## config.mk

```make
export PLATFORM = sky130hd
export DESIGN_NAME = phase_step_controller
export DESIGN_NICKNAME = d
export VERILOG_FILES = /design/src/rtl/phase_step_controller.sv
export SDC_FILE = /design/constraint.sdc
export NUM_CORES = 1
export LEC_CHECK = 0
export BUFFER_PORTS_ARGS = -buffer_cell sky130_fd_sc_hd__buf_4
export CORE_MARGIN = 8
export CORE_UTILIZATION = 50
export DETAILED_ROUTE_END_ITERATION = 8
export GPL_TIMING_DRIVEN = 0
export PLACE_DENSITY = 0.75
export SYNTH_ARGS = -nofsm -noshare
export SYNTH_HDL_FRONTEND = slang
export SYNTH_SLANG_ARGS = --single-unit
```

## constraint.sdc

```tcl
create_clock -name clk -period 2.05 [get_ports clk]
set_input_delay 0.205 -clock clk [delete_from_list [all_inputs] [get_ports clk]]
set_output_delay 0.205 -clock clk [all_outputs]
set_load 0.01 [all_outputs]
```

## src/rtl/phase_step_controller.sv

```systemverilog
// phase_step_controller
//
// Walks the clock-phase selector toward a requested absolute phase, one step
// at a time, along the shortest path around the ring. A phase difference of
// exactly half the ring resolves to increment. After every step, a
// programmable settle interval gives the delayed clock time to stabilise.
// The settle interval can be frozen with hold.
//
// Parameters:
//   PHASE_W    phase index width; the ring has 2**PHASE_W phases
//   SETTLE_CYC settle cycles after each step (1 .. 2**CNT_W-1)
//   CNT_W      settle counter width
//
// Ports:
//   clk         system clock, rising edge
//   reset       asynchronous reset, active low
//   req_valid   phase-change request valid
//   req_ready   request can be accepted (IDLE only), registered
//   req_target  absolute target phase, sampled on handshake
//   hold        freezes the settle countdown while high
//   step_en     one-cycle pulse: delay line moves one phase, registered
//   step_dir    1 = increment, 0 = decrement; holds its value outside STEP
//   cur_phase   phase currently applied to the delay line
//   busy        high in every state except IDLE
//   done        one-cycle completion pulse, registered
//   abort       (PHASE_CTRL_ABORT_EN only) ends a walk early from STEP/SETTLE
//   aborted     (PHASE_CTRL_ABORT_EN only) qualifies done for an aborted walk
//
// Optional feature macro: PHASE_CTRL_ABORT_EN
//
// state  | meaning
// IDLE   | waiting for a request, req_ready high
// STEP   | step_en pulse, cur_phase moves at the end of the cycle
// SETTLE | settle countdown, frozen by hold
// DONE   | done pulse, back to IDLE

module phase_step_controller #(
    parameter int PHASE_W    = 4,
    parameter int SETTLE_CYC = 8,
    parameter int CNT_W      = 8
) (
    input  logic               clk,
    input  logic               reset,
    input  logic               req_valid,
    output logic               req_ready,
    input  logic [PHASE_W-1:0] req_target,
    input  logic               hold,
`ifdef PHASE_CTRL_ABORT_EN
    input  logic               abort,
    output logic               aborted,
`endif
    output logic               step_en,
    output logic               step_dir,
    output logic [PHASE_W-1:0] cur_phase,
    output logic               busy,
    output logic               done
);

    localparam logic [1:0] S_IDLE   = 2'd0;
    localparam logic [1:0] S_STEP   = 2'd1;
    localparam logic [1:0] S_SETTLE = 2'd2;
    localparam logic [1:0] S_DONE   = 2'd3;

    localparam logic [PHASE_W-1:0] HALF      = {1'b1, {(PHASE_W-1){1'b0}}};
    localparam logic [CNT_W-1:0]   SETTLE_LD = CNT_W'(SETTLE_CYC - 1);

    logic [1:0]         state;
    logic [1:0]         state_nxt;
    logic [PHASE_W-1:0] target_q;
    logic [PHASE_W-1:0] tgt_sel;
    logic [PHASE_W-1:0] diff;
    logic               dir_calc;
    logic [CNT_W-1:0]   cnt;
    logic               abort_hit;

`ifdef PHASE_CTRL_ABORT_EN
    assign abort_hit = abort;
`else
    assign abort_hit = 1'b0;
`endif

    assign busy = (state != S_IDLE);

    // Direction is decided when entering STEP. From IDLE the target is the one
    // being handshaken; from SETTLE, cur_phase already reflects the last step.
    assign tgt_sel  = (state == S_IDLE) ? req_target : target_q;
    assign diff     = tgt_sel - cur_phase;
    assign dir_calc = (diff <= HALF);

    always_comb begin
        state_nxt = state;
        case (state)
            S_IDLE: begin
                if (req_valid && req_ready) begin
                    state_nxt = (req_target == cur_phase) ? S_DONE : S_STEP;
                end
            end
            S_STEP: begin
                state_nxt = abort_hit ? S_DONE : S_SETTLE;
            end
            S_SETTLE: begin
                if (abort_hit) begin
                    state_nxt = S_DONE;
                end else if (!hold && (cnt == '0)) begin
                    state_nxt = (cur_phase == target_q) ? S_DONE : S_STEP;
                end
            end
            S_DONE: begin
                state_nxt = S_IDLE;
            end
            default: begin
                state_nxt = S_IDLE;
            end
        endcase
    end

    always_ff @(posedge clk or negedge reset) begin
        if (!reset) begin
            state     <= S_IDLE;
            target_q  <= '0;
            cur_phase <= '0;
            cnt       <= '0;
            step_en   <= 1'b0;
            step_dir  <= 1'b0;
            done      <= 1'b0;
            req_ready <= 1'b0;
        end else begin
            state <= state_nxt;

            if ((state == S_IDLE) && (state_nxt != S_IDLE)) begin
                target_q <= req_target;
            end

            // A step issued in STEP always lands, even if the walk is aborted.
            if (state == S_STEP) begin
                cur_phase <= step_dir ? (cur_phase + PHASE_W'(1))
                                      : (cur_phase - PHASE_W'(1));
            end

            if (state == S_STEP) begin
                cnt <= SETTLE_LD;
            end else if ((state == S_SETTLE) && !hold && (cnt != '0)) begin
                cnt <= cnt - CNT_W'(1);
            end

            step_en   <= (state_nxt == S_STEP);
            done      <= (state_nxt == S_DONE);
            req_ready <= (state_nxt == S_IDLE);

            if (state_nxt == S_STEP) begin
                step_dir <= dir_calc;
            end
        end
    end

`ifdef PHASE_CTRL_ABORT_EN
    always_ff @(posedge clk or negedge reset) begin
        if (!reset) begin
            aborted <= 1'b0;
        end else begin
            aborted <= abort_hit && ((state == S_STEP) || (state == S_SETTLE));
        end
    end
`endif

endmodule

```

==> metrics.cfg, run 1 <==
[worst_setup_path]
cp.required_ns=2.26
crit_start=state[1]$_DFF_PN0_
rr_endpoint=step_dir$_DFFE_PN0N_
max_stage_delay_ns=0.45
crit_chain=nor2_4 -> buf_6 -> mux2i_1 -> ha_2 -> fa_2 -> nand3_2 -> nand2_1 -> o32a_1
crit_path_end=step_dir$_DFFE_PN0N_
crit_arrival_ns=2.31
critPathCaptureType=flip-flop
worstReg2RegStart=state[1]$_DFF_PN0_
rr_worst_depth=8
critPathMaxFanout=4
cpMaxStageDelayCell=dfrtp_2
critPathLaunchType=flip-flop
reg2reg_slack_ns=-0.05
critPathKind=reg2reg

[status]
violations=negative setup slack
status=finished, violations left

[place]
io_buffers=16
hpwlAfterDp_um=1930
place_congestion=0.772
dp_slack_ns=-0.164

[yosys]
syn_area_per_cell_um2=10.3
synth.yosys.seq_area_share_pct=43.1
synth-edff-count=0
synthFlopType=dfrtp_1
syn-instance-count=124
synth_top_area_share_pct=43.1
yosys_warnings=0
synth_cell_type_count=30
synth_seq_cells=22
syn_nets=140
syn-cell-area_mm2=0.00128
postSynth.asyncResetShare_pct=100
yosys.area.top_type=dfrtp_1
synth.area.top_cells=dfrtp_1, xor2_1, ha_1, xnor2_1, mux2_2

[global_route]
overflow=0
grt_max_degree=23
grt_pass1_vias=1058
antenna_found_initial=0
grt_first_pass_wirelength_um=4690
grt_util_all_layers_pct=13.5

[floorplanning]
chipHeight_um=66.6
die_w_um=66.6
ios=17
die_area_mm2=0.00443
fp-row-count=18
core-area_mm2=0.00245
start_util_pct=52.1

[timing]
tightest_slew_ns=0.528
skew_ns=0.00603
slew_violations=0
fin_ws_ns=-0.0488
fmax_mhz=476
final_hold_viol_count=0
fin_crit_sh_pct=102
fin_crit_ns=2.10
rsz0062_at_grt=yes
max-slew-margin-rel_pct=64.8
finalSetupViolCount=1

[cells_and_area]
layout_common_cells=buf_4, dfrtp_1, xor2_1
final_common_cell=buf_4
insertedDiodeCount=0
synthToLayoutAreaGrowth_pct=23.5
drive_gt1_share_pct=28.5
fillers=199
final_nets=168

[routing]
dr.pass1.iters=4
via_count=973
viasPerCell=5.38
drcViolationCount=0
drtAntennaViolNets=0
first_iter_violations=18
wl_per_cell_um=14.9
drt-total-wl_um=2700

[clock_network]
cts_tree=done
h-tree-depth=1
cts-root-buf=clkbuf_4
clock_tree.buffer_depth=2
insertion_delay_ns=0.31
cts_sinks=22
clk_pin_slew_ns=0.13
cts_buffers=3

[power]
worst_ir_drop_vdd_mv=1.19
cellLeakagePower_nw=0.741
powerDensity_mw_per_mm2=1700
p_total_mw=2.68

[hold_path]
hold_class=in2reg

[flow_run]
maxCapViolations=0

layer usage:
metal  vias to the layer above  track usage [%]  part of all wire, %
met5                         -                0                    0
met1                       483             16.2                   47
met4                         0             4.80                 0.56
met2                        11             23.1                   50
li1                        477                -                    -
met3                         2             2.85                  3.3
critical path: cells and delay by family (launching register included):
kind	cells	cell delay, ns
AND/OR/NAND/NOR	3	0.30
flip-flops	1	0.45
AO/OA/AOI/OAI	1	0.27
buffers and inverters	1	0.12
multiplexers	1	0.20
adder cells (fa/ha/maj)	2	0.65
synth_stat cells, drive strengths merged (2+ instances only):
cell and count:
dfrtp 22, xor2 12, nor2 11, inv 9, nand2 9, xnor2 8, ha 6, mux2 6
nand3 6, o21ai 4, a21o 3, a21oi 3, clkbuf 2, fa 2, mux2i 2, nand2b 2
nand4 2, nor2b 2, nor3 2, nor4 2
cells by family (layout without fill, tap and decap cells):
logic type,Yosys count,in the layout,share of synthesized area (%)
AOI/OAI and AO/OA,15,15,7.83
xor gates and xnor gates,20,20,13.7
adders and majority gates,8,8,9.00
buffers and inverters,11,38,3.23
DFF,22,22,43.1
muxes,8,8,6.85
and+or+nand+nor,40,40,16.3
metrics by stage:
step / std cells / instance area, um2 / hold WS (ns) / setup TNS [ns] / utilization, %
floorplan: 124 / 1290 / -0.0906 / 0 / -
CTS: 180 / 1570 / 0.141 / -0.0434 / 64.0
finish: 181 / 1580 / 0.144 / -0.0488 / 64.3
detailed placement: 170 / 1450 / 0.112 / -0.164 / 59.0
global route: 181 / 1580 / 0.131 / -0.137 / 64.3
global placement: 170 / 1450 / 0.108 / -0.139 / 59.0
area by class of cell:
| cell class | count | area, um2 | share of cell area, % |
|---|---|---|---|
| Sequential cell | 22 | 553 | 35.0 |
| Inverter | 9 | 33.8 | 2.14 |
| Buffer | 2 | 8.76 | 0.555 |
| Multi-Input combinational cell | 91 | 731 | 46.3 |
| Timing Repair Buffer | 23 | 179 | 11.3 |
| Tap cell | 30 | 37.5 | 2.38 |
| Clock buffer | 4 | 36.3 | 2.30 |
how the worst min path moves through the flow:
stage	startpoint	to	slack [ns]	cells past startpoint
5_1_grt	req_target[0]	target_q[0]$_DFFE_PN0P_	0.13	2
3_5_place_dp	reset	cnt[2]$_DFFE_PN0P_	0.11	1
3_3_place_gp	reset	cnt[2]$_DFFE_PN0P_	0.11	1
2_1_floorplan	reset	cnt[0]$_DFFE_PN0P_	-0.09	0
6_report	req_target[0]	target_q[0]$_DFFE_PN0P_	0.14	2
4_1_cts	req_target[2]	target_q[2]$_DFFE_PN0P_	0.14	2
where the power goes:
group | internal (mW) | switching [mW] | total [mW]
logic | 0.809 | 0.742 | 1.55
clock network | 0.108 | 0.137 | 0.245
registers | 0.633 | 0.250 | 0.883
total | 1.55 | 1.13 | 2.68
flip-flops by register name (all words and copies together), names as in the netlist:
register / cells
cnt: 8
cur_phase: 4
done: 1
req_ready: 1
state: 2
step_dir: 1
step_en: 1
target_q: 4
what timing repair did:
item,4_1_cts,5_1_grt
hold buffers,1,0
gates resized for setup,9,3
endpoints found under the hold margin,22,0
pin swaps,2,0
endpoints found under the setup margin,2,4
setup buffers,5,1
Note: power is estimated with default switching activity, not from simulation.
==> inputs of run 2 (changes only) <==
--- a/config.mk
+++ b/config.mk
@@ -6,7 +6,6 @@
 export NUM_CORES = 1
 export LEC_CHECK = 0
 export BUFFER_PORTS_ARGS = -buffer_cell sky130_fd_sc_hd__buf_4
-export CORE_MARGIN = 8
 export CORE_UTILIZATION = 50
 export DETAILED_ROUTE_END_ITERATION = 8
 export GPL_TIMING_DRIVEN = 0
==> run 2 against run 1 <==
The flow still finishes with violations (negative setup slack). Register-to-register slack barely moved. Sequential power is essentially flat. Utilization up 2.9 points. Clock power grew 2%. Flip-flop and latch count stayed put. Worst hold slack lost 0.013 ns. Combinational power about the same. Global-route usage grew 9.8 points. First-iteration DRC count is 17% higher. Die area is 38% lower. Critical path depth unchanged. Clock skew is 0.0075 ns higher. Critical path type unchanged. Critical endpoint unchanged. Largest cell class unchanged.
==> metrics.cfg, run 2 (same netlist as run 1, synthesis figures left out) <==
[place]
place_congestion=0.771  ; -0.19%
hpwlAfterDp_um=1870  ; -3.4%
io_buffers=16  ; unchanged
place_area_mm2=0.00145  ; -0.17%
dp.cells=168  ; -1.2%

[cells_and_area]
insertedDiodeCount=0  ; unchanged
final_nets=166  ; -1.2%
fin_area_mm2=0.00156  ; -1.3%
stdcell_count=177  ; -2.2%
largest_reg_flops=8  ; unchanged
largest_register=cnt
layout_common_cells=dfrtp_1, buf_4, xor2_1
fillers=184  ; -7.5%
synthToLayoutAreaGrowth_pct=21.9
final_common_cell=dfrtp_1
final_core_util_pct=67.2  ; +2.9 points
drive_gt1_share_pct=26.8  ; -1.6 points
reg_top3=cnt x8, cur_phase x4, target_q x4

[power]
powerDensity_mw_per_mm2=1700  ; +0.45%
switching_share_pct=43.0  ; +0.91 points
worst_ir_drop_vdd_mv=1.15  ; -3.6%
switching_power_mw=1.14  ; +1.3%
clkPwrFrac_pct=9.5  ; +0.3 points
seq_power_share_pct=33.3  ; +0.3 points
p_comb_share_pct=57.2  ; -0.7 points
intPower_mw=1.51  ; -2.4%
cellLeakagePower_nw=0.733  ; -1.1%

[hold_path]
hold_class=in2reg
min_to=target_q[0]$_DFFE_PN0P_
worstHoldPathCells=2  ; unchanged
hp-start=req_target[0]

[worst_setup_path]
crit_arrival_ns=2.33  ; +0.02 ns
critPathLaunchType=flip-flop
critPathCaptureType=flip-flop
critPathMaxFanout=3  ; -1
cp.required_ns=2.28  ; +0.02 ns
critPathKind=reg2reg
worstReg2RegStart=state[0]$_DFF_PN0_
reg2reg_slack_ns=-0.06  ; about the same
rr_endpoint=step_dir$_DFFE_PN0N_
rr_worst_depth=8  ; unchanged

[timing]
fin_crit_ns=2.11  ; +0.00904 ns
rsz0062_at_grt=yes
fin_crit_sh_pct=103  ; +0.44 points
fmax_mhz=474  ; -0.43%
timing.hold.ws_ns=0.131  ; -0.0130 ns
final_hold_viol_count=0  ; unchanged
fin_ws_ns=-0.0578  ; -0.00904 ns
finalSetupViolCount=1  ; unchanged
slew_violations=0  ; unchanged
max-slew-margin-rel_pct=65.1  ; +0.27 points
skew_ns=0.0136  ; +0.00753 ns
fin_setup_tns_ns=-0.0578  ; -0.00904 ns
tightest_slew_ns=0.524  ; -0.00409 ns

[clock_network]
insertion_delay_ns=0.32  ; about the same
cts_sinks=22  ; unchanged
cts_tree=done
clk_pin_slew_ns=0.14  ; about the same
h-tree-depth=1  ; unchanged
cts_buffers=3  ; unchanged
clock_tree.buffer_depth=2  ; unchanged
cts-root-buf=clkbuf_4

[floorplanning]
start_util_pct=55.2  ; +3.1 points
die_w_um=52.6  ; -21%
die_area_mm2=0.00276  ; -38%
chipHeight_um=52.6  ; -21%
core-area_mm2=0.00232  ; -5.6%
fp-row-count=17  ; -1
ios=17  ; unchanged

[routing]
dr.pass1.iters=4  ; unchanged
drtAntennaViolNets=0  ; unchanged
drt-total-wl_um=2670  ; -0.85%
first_iter_violations=21  ; +3
drcViolationCount=0  ; unchanged
wl_per_cell_um=15.1  ; +1.4%
viasPerCell=5.71  ; +6.3%
via_count=1011  ; +3.9%

[global_route]
grt_pass1_vias=906  ; -14%
grt_max_degree=23  ; unchanged
overflow=0  ; unchanged
grt_util_all_layers_pct=23.3  ; +9.8 points
grt_first_pass_wirelength_um=4500  ; -4.1%
antenna_found_initial=0  ; unchanged

[flow_run]
maxCapViolations=0  ; unchanged

[status]
violations=negative setup slack
status=finished, violations left

## run 2: power by group through the flow
stage / registers [mW] / clock network (mW) / logic (mW)
2_1_floorplan: 0.876 / 0 / 0.959
3_3_place_gp: 0.885 / 0 / 1.28
3_5_place_dp: 0.900 / 0 / 1.32
4_1_cts: 0.884 / 0.254 / 1.51
5_1_grt: 0.915 / 0.272 / 1.69
6_report: 0.886 / 0.251 / 1.52
## run 2: worst max path at each step
stage                  startpoint  slack [ns]  cells after the start                   end
4_1_cts        state[1]$_DFF_PN0_       -0.06                      8  step_dir$_DFFE_PN0N_
6_report       state[0]$_DFF_PN0_       -0.06                      8  step_dir$_DFFE_PN0N_
3_5_place_dp   state[0]$_DFF_PN0_       -0.15                      7  step_dir$_DFFE_PN0N_
2_1_floorplan  state[0]$_DFF_PN0_        0.01                      7  step_dir$_DFFE_PN0N_
3_3_place_gp   state[0]$_DFF_PN0_       -0.14                      7  step_dir$_DFFE_PN0N_
5_1_grt        state[0]$_DFF_PN0_       -0.14                      8  step_dir$_DFFE_PN0N_
## run 2: routing by layer
metal	part of all wire [%]	track usage [%]	routed length (um)	vias up
met3	3.4	3.48	92	5
met5	0	0	0	-
met2	47	35.0	1260	31
met4	2.0	11.8	53	0
li1	-	-	-	474
met1	47	32.4	1260	501
## run 2: cell type report
type / count / area, um2 / share of cell area [%]
buffer: 2 / 8.76 / 0.562
clock buffer: 4 / 36.3 / 2.33
inverter: 9 / 33.8 / 2.17
multi-input combinational: 91 / 728 / 46.7
sequential: 22 / 553 / 35.5
tap: 28 / 35.0 / 2.25
timing repair buffer: 21 / 164 / 10.5
## run 2: worst max-delay path, stage by stage, from the launching register on
cell,delay [ns]
dfrtp_2,0.46
nor2_4,0.17
buf_6,0.12
mux2i_1,0.21
ha_2,0.22
fa_1,0.42
nand3_2,0.08
nand2_1,0.05
o32a_1,0.28
## run 2: timing repair
action / CTS / global route
hold buffers: 1 / 0
endpoints found under the hold margin: 22 / 0
resized for setup: 7 / 3
setup buffers: 4 / 0
pin swaps: 4 / 1
setup endpoints to repair: 1 / 8
gates cloned: 0 / 0
## run 2: stage by stage
stage	setup WS [ns]	total power, mW
after detailed placement	-0.153	2.22
after global placement	-0.139	2.16
after global routing	-0.144	2.88
after CTS	-0.0563	2.65
after floorplan	0.0123	1.84
final	-0.0578	2.66
==> inputs of run 3 (changes only) <==
--- a/config.mk
+++ b/config.mk
@@ -6,6 +6,7 @@
 export NUM_CORES = 1
 export LEC_CHECK = 0
 export BUFFER_PORTS_ARGS = -buffer_cell sky130_fd_sc_hd__buf_4
+export CORE_MARGIN = 2
 export CORE_UTILIZATION = 50
 export DETAILED_ROUTE_END_ITERATION = 8
 export GPL_TIMING_DRIVEN = 0
==> run 3 against run 2 <==
The flow still finishes with violations (negative setup slack). Total power grew 0.60%. Sequential power grew 0.9%. Sequential share of layout area is 0.45 points lower. Clock power down 3%. First-iteration DRC count down 52%. Final area increased by 1.3%. Global-route usage fell by 3.0 points. Die area grew 7.8%. Clock skew is 0.010 ns lower. Combinational power about the same. Final cell count grew 2.3%. Count of clock-buffer cells in the layout is the same. Critical path type unchanged. Critical endpoint unchanged. Largest power group unchanged.
==> metrics.cfg, run 3 (same netlist as run 1, synthesis figures left out) <==
[status]
status=finished, violations left
violations=negative setup slack

[floorplanning]
die_w_um=54.6  ; +3.8%
fp-row-count=18  ; +1
core-area_mm2=0.00245  ; +5.9%
ios=17  ; unchanged
start_util_pct=52.1  ; -3.1 points
die_area_mm2=0.00298  ; +7.8%
chipHeight_um=54.6  ; +3.8%

[worst_setup_path]
cpMaxStageDelayCell=dfrtp_2
critPathKind=reg2reg
critPathMaxFanout=5  ; +2
critPathCaptureType=flip-flop
crit_chain=nor2_4 -> mux2_4 -> ha_1 -> a21o_1 -> a21oi_2 -> xnor2_1 -> o32a_1
rr_worst_depth=7  ; -1
reg2reg_slack_ns=-0.08  ; -0.02 ns
crit_arrival_ns=2.34  ; about the same
critPathLaunchType=flip-flop
max_stage_delay_ns=0.47  ; about the same
cp.required_ns=2.26  ; -0.02 ns

[power]
powerDensity_mw_per_mm2=1690  ; -0.68%
worst_ir_drop_vdd_mv=1.10  ; -3.8%
cellLeakagePower_nw=0.744  ; +1.4%

[global_route]
overflow=0  ; unchanged
grt_util_all_layers_pct=20.3  ; -3.0 points
grt_first_pass_wirelength_um=4200  ; -6.7%
grt_max_degree=23  ; unchanged
antenna_found_initial=0  ; unchanged
grt_pass1_vias=972  ; +7.3%

[timing]
fin_ws_ns=-0.0759  ; -0.0181 ns
final_hold_viol_count=0  ; unchanged
tightest_slew_ns=0.512  ; -0.0119 ns
finalSetupViolCount=1  ; unchanged
skew_ns=0.00343  ; -0.0101 ns
fmax_mhz=470  ; -0.85%
slew_violations=0  ; unchanged
fin_setup_tns_ns=-0.0759  ; -0.0181 ns
fin_crit_sh_pct=104  ; +0.88 points
max-slew-margin-rel_pct=65.9  ; +0.79 points
rsz0062_at_grt=yes
fin_crit_ns=2.13  ; +0.0181 ns

[routing]
wl_per_cell_um=14.6  ; -3.3%
via_count=992  ; -1.9%
drcViolationCount=0  ; unchanged
dr.pass1.iters=4  ; unchanged
viasPerCell=5.48  ; -4.0%
first_iter_violations=10  ; -52%
drt-total-wl_um=2640  ; -1.1%
drtAntennaViolNets=0  ; unchanged

[clock_network]
cts_buffers=3  ; unchanged
clk_pin_slew_ns=0.12  ; -0.02 ns
clock_tree.buffer_depth=2  ; unchanged
cts-root-buf=clkbuf_4
cts_tree=done
insertion_delay_ns=0.31  ; about the same
h-tree-depth=1  ; unchanged
cts_sinks=22  ; unchanged

[cells_and_area]
largest_register=cnt
insertedDiodeCount=0  ; unchanged
drive_gt1_share_pct=28.5  ; +1.6 points
final_nets=168  ; +1.2%
fin_area_mm2=0.00158  ; +1.3%
largest_reg_flops=8  ; unchanged
final_common_cell=buf_4
layout_common_cells=buf_4, dfrtp_1, xor2_1
final_core_util_pct=64.3  ; -2.9 points
reg_top3=cnt x8, cur_phase x4, target_q x4
synthToLayoutAreaGrowth_pct=23.5

[hold_path]
worstHoldPathCells=2  ; unchanged
hold_class=in2reg

[place]
hpwlAfterDp_um=1880  ; +0.52%
place_congestion=0.754  ; -2.2%
place_area_mm2=0.00145  ; +0.17%
io_buffers=16  ; unchanged

[flow_run]
maxCapViolations=0  ; unchanged

==> run 3: metrics by stage <==
step	std cells	worst slack, ns	power (mW)	hold WS, ns
after global routing	181	-0.161	2.91	0.131
after floorplan	124	0.0123	1.84	-0.0906
after CTS	180	-0.0292	2.61	0.134
after detailed placement	170	-0.152	2.22	0.109
final	181	-0.0759	2.67	0.145
after global placement	170	-0.144	2.17	0.107
==> run 3: path summary, 6_finish.rpt <==
check / from / to
max: state[0]$_DFF_PN0_ / step_dir$_DFFE_PN0N_
min: req_target[3] / target_q[3]$_DFFE_PN0P_
max reg2reg: state[0]$_DFF_PN0_ / step_dir$_DFFE_PN0N_
min reg2reg: target_q[2]$_DFFE_PN0P_ / target_q[2]$_DFFE_PN0P_
max in group asynchronous: reset / state[0]$_DFF_PN0_
min in group asynchronous: reset / req_ready$_DFF_PN0_
==> run 3: per-layer routing <==
metal,GRT usage (%),up-vias,wire (um)
li1,-,477,-
met1,24.6,484,1200
met2,33.5,23,1280
met3,3.83,8,81
met4,11.7,0,76
met5,0,-,0
==> run 3: what timing repair did <==
action / CTS / global route
endpoints found under the hold margin: 22 / 0
pin swaps: 2 / 1
buffers inserted: 5 / 1
setup endpoints to repair: 1 / 8
hold buffers: 1 / 0
gates resized for setup: 6 / 5
==> run 3: final cells by class <==
cell class	count	area, um2
clock buffer	4	36.3
fill	211	876
sequential	22	553
inverter	9	33.8
timing repair buffer	23	179
tap	30	37.5
buffer	2	8.76
multi-input combinational	91	731
==> run 3: worst max-delay path: cells and delay by family (launching register included) <==
| family | cells | cell delay, ns |
|---|---|---|
| compound gates | 3 | 0.68 |
| simple gates | 1 | 0.18 |
| fa+ha+maj | 1 | 0.28 |
| xor+xnor | 1 | 0.10 |
| mux | 1 | 0.32 |
| flops | 1 | 0.47 |
==> run 3: power breakdown <==
part,internal (mW),leakage (nW),switching [mW]
Clock,0.108,0.0210,0.135
Sequential,0.633,0.270,0.261
Combinational,0.798,0.453,0.737
Total,1.54,0.744,1.13
